==> config.mk <==
export PLATFORM = sky130hd
export DESIGN_NAME = efuse_macro_emu_flat
export DESIGN_NICKNAME = d
export VERILOG_FILES = /design/src/rtl/efuse_pkg.sv /design/src/rtl/efuse_macro_emu_if.sv /design/src/rtl/efuse_strobe_meter.sv /design/src/rtl/efuse_macro_emu.sv /design/src/flat_wrapper.sv
export SDC_FILE = /design/constraint.sdc
export NUM_CORES = 1
export LEC_CHECK = 0
export BUFFER_PORTS_ARGS = -buffer_cell sky130_fd_sc_hd__buf_2
export CORE_MARGIN = 8
export CORE_UTILIZATION = 60
export DETAILED_ROUTE_END_ITERATION = 16
export MAX_ROUTING_LAYER = met4
export PLACE_DENSITY_LB_ADDON = 0.15
export SYNTH_ARGS = -nofsm -noshare
export SYNTH_HDL_FRONTEND = slang
export SYNTH_SLANG_ARGS = --single-unit
==> constraint.sdc <==
create_clock -name clk -period 25.6 [get_ports clk]
set_clock_uncertainty 0.05 [all_clocks]
set_input_delay 0 -clock clk [delete_from_list [all_inputs] [get_ports clk]]
set_output_delay 0 -clock clk [all_outputs]
set_load 0.03 [all_outputs]
==> src/rtl/efuse_pkg.sv <==
// efuse_pkg: shared constants, FSM state enum and error-flag indices for the eFuse macro emulator
package efuse_pkg;
    localparam int FUSE_BITS  = 256;
    localparam int FUSE_BYTES = 32;
    localparam int ADDR_W     = 8;
    localparam int BYTE_IDX_W = $clog2(FUSE_BYTES);
    localparam int WIDTH_W    = 10;
    // positions of the sticky error flags inside the error vector
    localparam int ERR_TIMING   = 0;
    localparam int ERR_CONFLICT = 1;
    localparam int ERR_ADDR     = 2;
    localparam int ERR_N        = 3;
    typedef enum logic [2:0] {IDLE, RD_ARM, RD_STRB, PG_ARM, PG_STRB} efuse_state_e;
endpackage

==> src/rtl/efuse_macro_emu_if.sv <==
// efuse_macro_emu_if: controller <-> fuse macro strobe bus
//   master (controller): drives pgmen/rden/aen/addr, receives rdata
//   slave  (macro):      receives pgmen/rden/aen/addr, drives rdata
interface efuse_macro_emu_if;
    import efuse_pkg::*;
    logic              efuse_pgmen_i;
    logic              efuse_rden_i;
    logic              efuse_aen_i;
    logic [ADDR_W-1:0] efuse_addr_i;
    logic [7:0]        efuse_rdata_o;
    modport master (output efuse_pgmen_i, efuse_rden_i, efuse_aen_i, efuse_addr_i, input efuse_rdata_o);
    modport slave  (input efuse_pgmen_i, efuse_rden_i, efuse_aen_i, efuse_addr_i, output efuse_rdata_o);
endinterface

==> src/rtl/efuse_strobe_meter.sv <==
// efuse_strobe_meter: aen edge detection plus saturating strobe-width counter
//   clk, rst  : clock, async active-high reset
//   aen       : access strobe (synchronous to clk)
//   en        : counting enable (FSM is in a strobe state)
//   aen_rise  : aen high now, low last cycle
//   aen_fall  : aen low now, high last cycle
//   width     : number of cycles aen was sampled high in the current strobe
module efuse_strobe_meter
    import efuse_pkg::*;
(
    input  logic               clk,
    input  logic               rst,
    input  logic               aen,
    input  logic               en,
    output logic               aen_rise,
    output logic               aen_fall,
    output logic [WIDTH_W-1:0] width
);
    logic aen_d;
    assign aen_rise = aen & ~aen_d;
    assign aen_fall = ~aen & aen_d;
    // the rising-edge cycle restarts the count at 1 so width equals the
    // number of high cycles once the falling edge is seen
    always_ff @(posedge clk or posedge rst) begin
        if (rst) begin
            aen_d <= 1'b0;
            width <= '0;
        end else begin
            aen_d <= aen;
            width <= aen_rise ? WIDTH_W'(1) :
                     (en && aen && width != '1) ? width + WIDTH_W'(1) : width;
        end
    end
endmodule

==> src/rtl/efuse_macro_emu.sv <==
// efuse_macro_emu: behavioural emulation of a 256-bit one-time-programmable fuse macro
//   clk, rst     : clock, async active-high reset
//   bus          : strobe bus (pgmen, rden, aen, addr in; registered rdata out)
//   err_clr      : one-cycle clear of the sticky error flags (a same-cycle set wins)
//   err_timing   : short strobe or enable dropped mid-strobe
//   err_conflict : read and program enables active together
//   err_addr     : address moved during a strobe or read byte index out of range
//   fuse_bits    : current array contents
//   pgm_count    : bits newly blown since reset, saturating at 256
module efuse_macro_emu
    import efuse_pkg::*;
#(
    parameter logic [FUSE_BITS-1:0] INIT     = '0,
    parameter logic [5:0]           TRD_MIN  = 6'd2,
    parameter logic [9:0]           TPGM_MIN = 10'd16
) (
    input  logic                 clk,
    input  logic                 rst,
    efuse_macro_emu_if.slave     bus,
    input  logic                 err_clr,
    output logic                 err_timing,
    output logic                 err_conflict,
    output logic                 err_addr,
    output logic [FUSE_BITS-1:0] fuse_bits,
    output logic [8:0]           pgm_count
);
    efuse_state_e       state;
    logic [ADDR_W-1:0]  addr_q;
    logic [FUSE_BITS-1:0] fuse;
    logic [ERR_N-1:0]   err_q;
    logic [7:0]         rdata_q;
    logic               aen_rise, aen_fall;
    logic [WIDTH_W-1:0] width;
    logic               rd, pg, rd_short, pg_short, bad_byte, addr_moved;
    logic [7:0]         byte_sel;

    efuse_strobe_meter u_meter (
        .clk      (clk),
        .rst      (rst),
        .aen      (bus.efuse_aen_i),
        .en       (state == RD_STRB || state == PG_STRB),
        .aen_rise (aen_rise),
        .aen_fall (aen_fall),
        .width    (width)
    );

    assign rd         = bus.efuse_rden_i;
    assign pg         = bus.efuse_pgmen_i;
    assign rd_short   = width < WIDTH_W'(TRD_MIN);
    assign pg_short   = width < TPGM_MIN;
    assign bad_byte   = |addr_q[ADDR_W-1:BYTE_IDX_W];
    assign addr_moved = bus.efuse_addr_i != addr_q;
    assign byte_sel   = fuse[{addr_q[BYTE_IDX_W-1:0], 3'b000} +: 8];

    assign bus.efuse_rdata_o = rdata_q;
    assign err_timing        = err_q[ERR_TIMING];
    assign err_conflict      = err_q[ERR_CONFLICT];
    assign err_addr          = err_q[ERR_ADDR];
    assign fuse_bits         = fuse;

    // error sets are written after the clear so the later assignment wins
    always_ff @(posedge clk or posedge rst) begin
        if (rst) begin
            state     <= IDLE;
            addr_q    <= '0;
            fuse      <= INIT;
            rdata_q   <= 8'h00;
            err_q     <= '0;
            pgm_count <= '0;
        end else begin
            if (err_clr)
                err_q <= '0;
            case (state)
                IDLE: begin
                    if (rd && pg)
                        err_q[ERR_CONFLICT] <= 1'b1;
                    else if (rd)
                        state <= RD_ARM;
                    else if (pg)
                        state <= PG_ARM;
                end
                RD_ARM: begin
                    if (pg) begin
                        err_q[ERR_CONFLICT] <= 1'b1;
                        state <= IDLE;
                    end else if (!rd)
                        state <= IDLE;
                    else if (aen_rise) begin
                        state  <= RD_STRB;
                        addr_q <= bus.efuse_addr_i;
                    end
                end
                RD_STRB: begin
                    if (pg) begin
                        err_q[ERR_CONFLICT] <= 1'b1;
                        state <= IDLE;
                    end else if (!rd) begin
                        err_q[ERR_TIMING] <= 1'b1;
                        state <= IDLE;
                    end else if (addr_moved) begin
                        err_q[ERR_ADDR] <= 1'b1;
                        state <= RD_ARM;
                    end else if (aen_fall) begin
                        state   <= RD_ARM;
                        rdata_q <= (rd_short || bad_byte) ? 8'h00 : byte_sel;
                        if (rd_short)
                            err_q[ERR_TIMING] <= 1'b1;
                        if (bad_byte)
                            err_q[ERR_ADDR] <= 1'b1;
                    end
                end
                PG_ARM: begin
                    if (rd) begin
                        err_q[ERR_CONFLICT] <= 1'b1;
                        state <= IDLE;
                    end else if (!pg)
                        state <= IDLE;
                    else if (aen_rise) begin
                        state  <= PG_STRB;
                        addr_q <= bus.efuse_addr_i;
                    end
                end
                PG_STRB: begin
                    if (rd) begin
                        err_q[ERR_CONFLICT] <= 1'b1;
                        state <= IDLE;
                    end else if (!pg) begin
                        err_q[ERR_TIMING] <= 1'b1;
                        state <= IDLE;
                    end else if (addr_moved) begin
                        err_q[ERR_ADDR] <= 1'b1;
                        state <= PG_ARM;
                    end else if (aen_fall) begin
                        state <= PG_ARM;
                        if (pg_short)
                            err_q[ERR_TIMING] <= 1'b1;
                        else begin
                            fuse[addr_q] <= 1'b1;
                            if (!fuse[addr_q] && pgm_count != 9'd256)
                                pgm_count <= pgm_count + 9'd1;
                        end
                    end
                end
                default: state <= IDLE;
            endcase
        end
    end
endmodule

==> src/flat_wrapper.sv <==
// flat-port wrapper written by rule: the top's interface ports become plain ports
module efuse_macro_emu_flat import efuse_pkg::*;
#(
    parameter logic [FUSE_BITS-1:0] INIT     = '0,
    parameter logic [5:0]           TRD_MIN  = 6'd2,
    parameter logic [9:0]           TPGM_MIN = 10'd16
)
  (clk, rst, err_clr, err_timing, err_conflict, err_addr, fuse_bits, pgm_count, bus_efuse_pgmen_i, bus_efuse_rden_i, bus_efuse_aen_i, bus_efuse_addr_i, bus_efuse_rdata_o);
  efuse_macro_emu_if bus_i ();
  input  logic clk;
  input  logic rst;
  input  logic err_clr;
  output logic err_timing;
  output logic err_conflict;
  output logic err_addr;
  output logic [FUSE_BITS-1:0] fuse_bits;
  output logic [8:0] pgm_count;
  input wire logic [$bits(bus_i.efuse_pgmen_i)-1:0] bus_efuse_pgmen_i;
  input wire logic [$bits(bus_i.efuse_rden_i)-1:0] bus_efuse_rden_i;
  input wire logic [$bits(bus_i.efuse_aen_i)-1:0] bus_efuse_aen_i;
  input wire logic [$bits(bus_i.efuse_addr_i)-1:0] bus_efuse_addr_i;
  output wire logic [$bits(bus_i.efuse_rdata_o)-1:0] bus_efuse_rdata_o;
  assign bus_i.efuse_pgmen_i = bus_efuse_pgmen_i;
  assign bus_i.efuse_rden_i = bus_efuse_rden_i;
  assign bus_i.efuse_aen_i = bus_efuse_aen_i;
  assign bus_i.efuse_addr_i = bus_efuse_addr_i;
  assign bus_efuse_rdata_o = bus_i.efuse_rdata_o;
  efuse_macro_emu #(.INIT(INIT), .TRD_MIN(TRD_MIN), .TPGM_MIN(TPGM_MIN)) u_core (.clk(clk), .rst(rst), .bus(bus_i), .err_clr(err_clr), .err_timing(err_timing), .err_conflict(err_conflict), .err_addr(err_addr), .fuse_bits(fuse_bits), .pgm_count(pgm_count));
endmodule
==> impl_metrics.yaml <==
critical_path:
  startpoint: "u_core.addr_q[0]"
  cp_max_fo: 63
  crit_type: "reg -> reg"
  crit_arrival_ps: 4550
  worstPathRequired_ps: 25940
  startpoint_type: "flop"
  rr_startpoint: "u_core.addr_q[0]"
  endpoint_kind: "flop"
detailed_routing:
  drc: 0
  avgRoutedWirePerCell_um: 28.6
  first_pass_iters: 6
  dr_total_vias: 12300
  via_per_inst: 6.89
  dr_wl_met2_um: 24000
  top_layer_used: "met4"
  wl_met3_um: 5790
  ant_nets: 0
  drtIter0Drc: 1526
  wl_um: 50900
  wl_met1_um: 18900
finish:
  nNetsFinal: 1443
  mostFrequentLayoutCell: "dfrtp_1"
  mostFrequentLayoutCells: "dfrtp_1 (294), buf_2 (289), o21bai_1 (176), mux4_2 (123), a21o_1 (80)"
  syn_to_final_growth_pct: 18.6
  drive_above_1_share_pct: 34.9
  n_antenna_cell: 0
cts:
  cts_root_buffer: "clkbuf_16"
  cts_buffers: 34
  cts_sinks: 298
  cts_tree: "yes"
  clkTransAtPathRegs_ps: 60
  cts-htree-levels: 2
  clockBufferDepth: 3
  cts_setup_buffers: 0
  insertion_delay_ps: 520
power:
  ir_drop_mv: 0.0807
  power.density_nw_per_um2: 79.8
  switching_share_pct: 36.0
  power_frac_seq_pct: 36.5
  p_clk_share_pct: 33.9
  internal_power_uw: 917
  p_sw_uw: 515
  power_frac_comb_pct: 29.5
  p_leak_uw: 0.00925
global_routing:
  antenna_found_initial: 0
  grt_max_degree: 148
  grtUsageTotal_pct: 34.0
  grt_first_pass_wirelength_um: 77600
  grt_pass1_vias: 12400
  gr-total-overflow: 0
synthesis:
  synth_cells: 1172
  ys_types: 58
  synth_compound_area_share_pct: 16.5
  synthMuxAreaShare_pct: 22.6
  yosys_warnings: 0
  synthArstFlopShare_pct: 100
  syn-num-nets: 1189
  synth_top_family_by_area: "multiplexers"
  avgSynthCellArea_um2: 12.9
  ys_ff_latch: 298
  syn_area_um2: 15100
  synth_fa_ha_area_share_pct: 0.248
  synthSimpleGateAreaFrac_pct: 6.79
  ys_seq_area_share_pct: 49.3
  synth_xor_area_share_pct: 1.51
  synth_edf_count: 0
  ys_dominant_reg_cell: "dfrtp_1"
placement:
  portBuffers: 289
  pre_cts_ws_ps: 21390
  dp_hpwl_um: 35800
  gp_congestion: 0.952
floorplanning:
  io_pins: 290
  dieArea_um2: 30500
  num_rows: 58
  coreArea_um2: 25000
  initial_core_util_pct: 60.5
  fp.dieW_um: 175
  die_h_um: 175
timing:
  hold_violations: 0
  rsz0062_at_grt: "false"
  tightest_slew_ps: 999
  slew_headroom_pct: 33.4
  fmax_mhz: 238
  finalSetupTns_ps: 0
  setup_viol: 0
  fin_crit_ps: 4210
  slew_viol_final: 0
  setup_ws_ps: 21390
  timing.final.crit_share_pct: 16.4
hold_path:
  hp-class: "in -> reg"
  hp-start: "bus_efuse_aen_i"
job:
  max_cap_viol_count: 0
outcome:
  run_status: "completed"
==> registers in the layout, indices dropped and copies added (netlist names) <==
name	cells
u_core.err_q	3
u_core.fuse_bits	256
u_core.pgm_count	9
u_core.bus.efuse_rdata_o	8
u_core.addr_q	8
u_core.u_meter.aen_d	1
u_core.state	3
u_core.u_meter.width	10
==> power by group through the flow <==
stage	registers, uW	clock network [uW]	logic (uW)
detailed placement	531	0	410
finish	523	485	423
floorplan	499	0	346
global route	526	505	446
CTS	522	488	414
global placement	529	0	404
==> per-layer routing <==
metal	global-route usage (%)	vias to the layer above
met5	-	-
met3	9.61	156
met1	43.3	6287
met4	13.7	0
met2	51.1	884
li1	-	4948
==> through the flow <==
stage | std cells | power, uW | util [%] | hold slack (ps) | area [um^2]
final | 1781 | 1430 | 71.8 | 144 | 17900
after global routing | 1781 | 1480 | 71.8 | 170 | 17900
after CTS | 1781 | 1420 | 71.8 | 123 | 17900
after detailed placement | 1706 | 941 | 66.8 | 116 | 16700
after global placement | 1706 | 934 | 66.8 | 97.2 | 16700
after floorplan | 1172 | 845 | - | -18.6 | 15100
==> logic make-up after synthesis <==
group / Yosys count
mux: 177
xor+xnor: 26
flops: 298
buf+inv: 109
simple gates: 220
fa+ha+maj: 3
compound gates: 339
==> synth_stat cells, drive strengths merged, types with 2 or more instances <==
cell | n | area (um^2)
dfrtp | 298 | 7460
o21bai | 176 | 1320
mux4 | 128 | 2900
a21o | 80 | 601
nor2 | 68 | 255
nand2 | 59 | 221
clkbuf | 57 | 214
buf | 40 | 206
mux2i | 34 | 340
o21ai | 24 | 120
nand3 | 20 | 100
o22ai | 17 | 106
mux2 | 15 | 169
nor3 | 15 | 75.1
xor2 | 14 | 123
nand2b | 13 | 81.3
xnor2 | 12 | 105
inv | 11 | 41.3
a21oi | 10 | 50.1
nand4 | 8 | 50.1
nor2b | 8 | 50.1
nor4 | 8 | 50.1
and3 | 6 | 37.5
or2 | 5 | 31.3
a211oi | 4 | 30.0
o211ai | 4 | 30.0
and2 | 3 | 18.8
ha | 3 | 37.5
o2111ai | 3 | 32.5
o221ai | 3 | 26.3
o311ai | 3 | 26.3
a2111oi | 2 | 36.3
a31oi | 2 | 12.5
nand3b | 2 | 15.0
o21a | 2 | 15.0
==> path summary, 6_finish.rpt <==
kind / endpoint / slack [ps] / cells after the start
setup / recovery: u_core.pgm_count[6] / 21390 / 9
hold reg to reg: u_core.bus.efuse_rdata_o[5] / 460 / 2
hold / removal: u_core.u_meter.aen_d / 140 / 2
max in group asynchronous: u_core.addr_q[0] / 23550 / 4
setup reg to reg: u_core.pgm_count[6] / 21390 / 9
min in group asynchronous: u_core.fuse_bits[19] / 240 / 3
==> critical path: stages, from the launching register on <==
cell	delay, ps
dfrtp_4	720
buf_4	820
xor2_1	150
nor4_1	440
nand3_1	280
and4b_1	360
o2111ai_2	140
a2111oi_4	730
nand4_1	210
xnor2_1	170
==> what timing repair did <==
item | in CTS | in global routing
gates resized for setup | 0 | 0
hold endpoints to repair | 164 | 0
hold buffers | 14 | 0
==> cell type report <==
class / instances / area [um^2]
clock inverters: 14 / 148
clock buffers: 47 / 970
inverters: 12 / 52.6
fillers: 1777 / 7040
flip-flops and latches: 298 / 7470
well taps: 330 / 413
multi-input cells: 765 / 7200
repair buffers: 315 / 1680
Note: power is estimated with default switching activity, not from simulation.
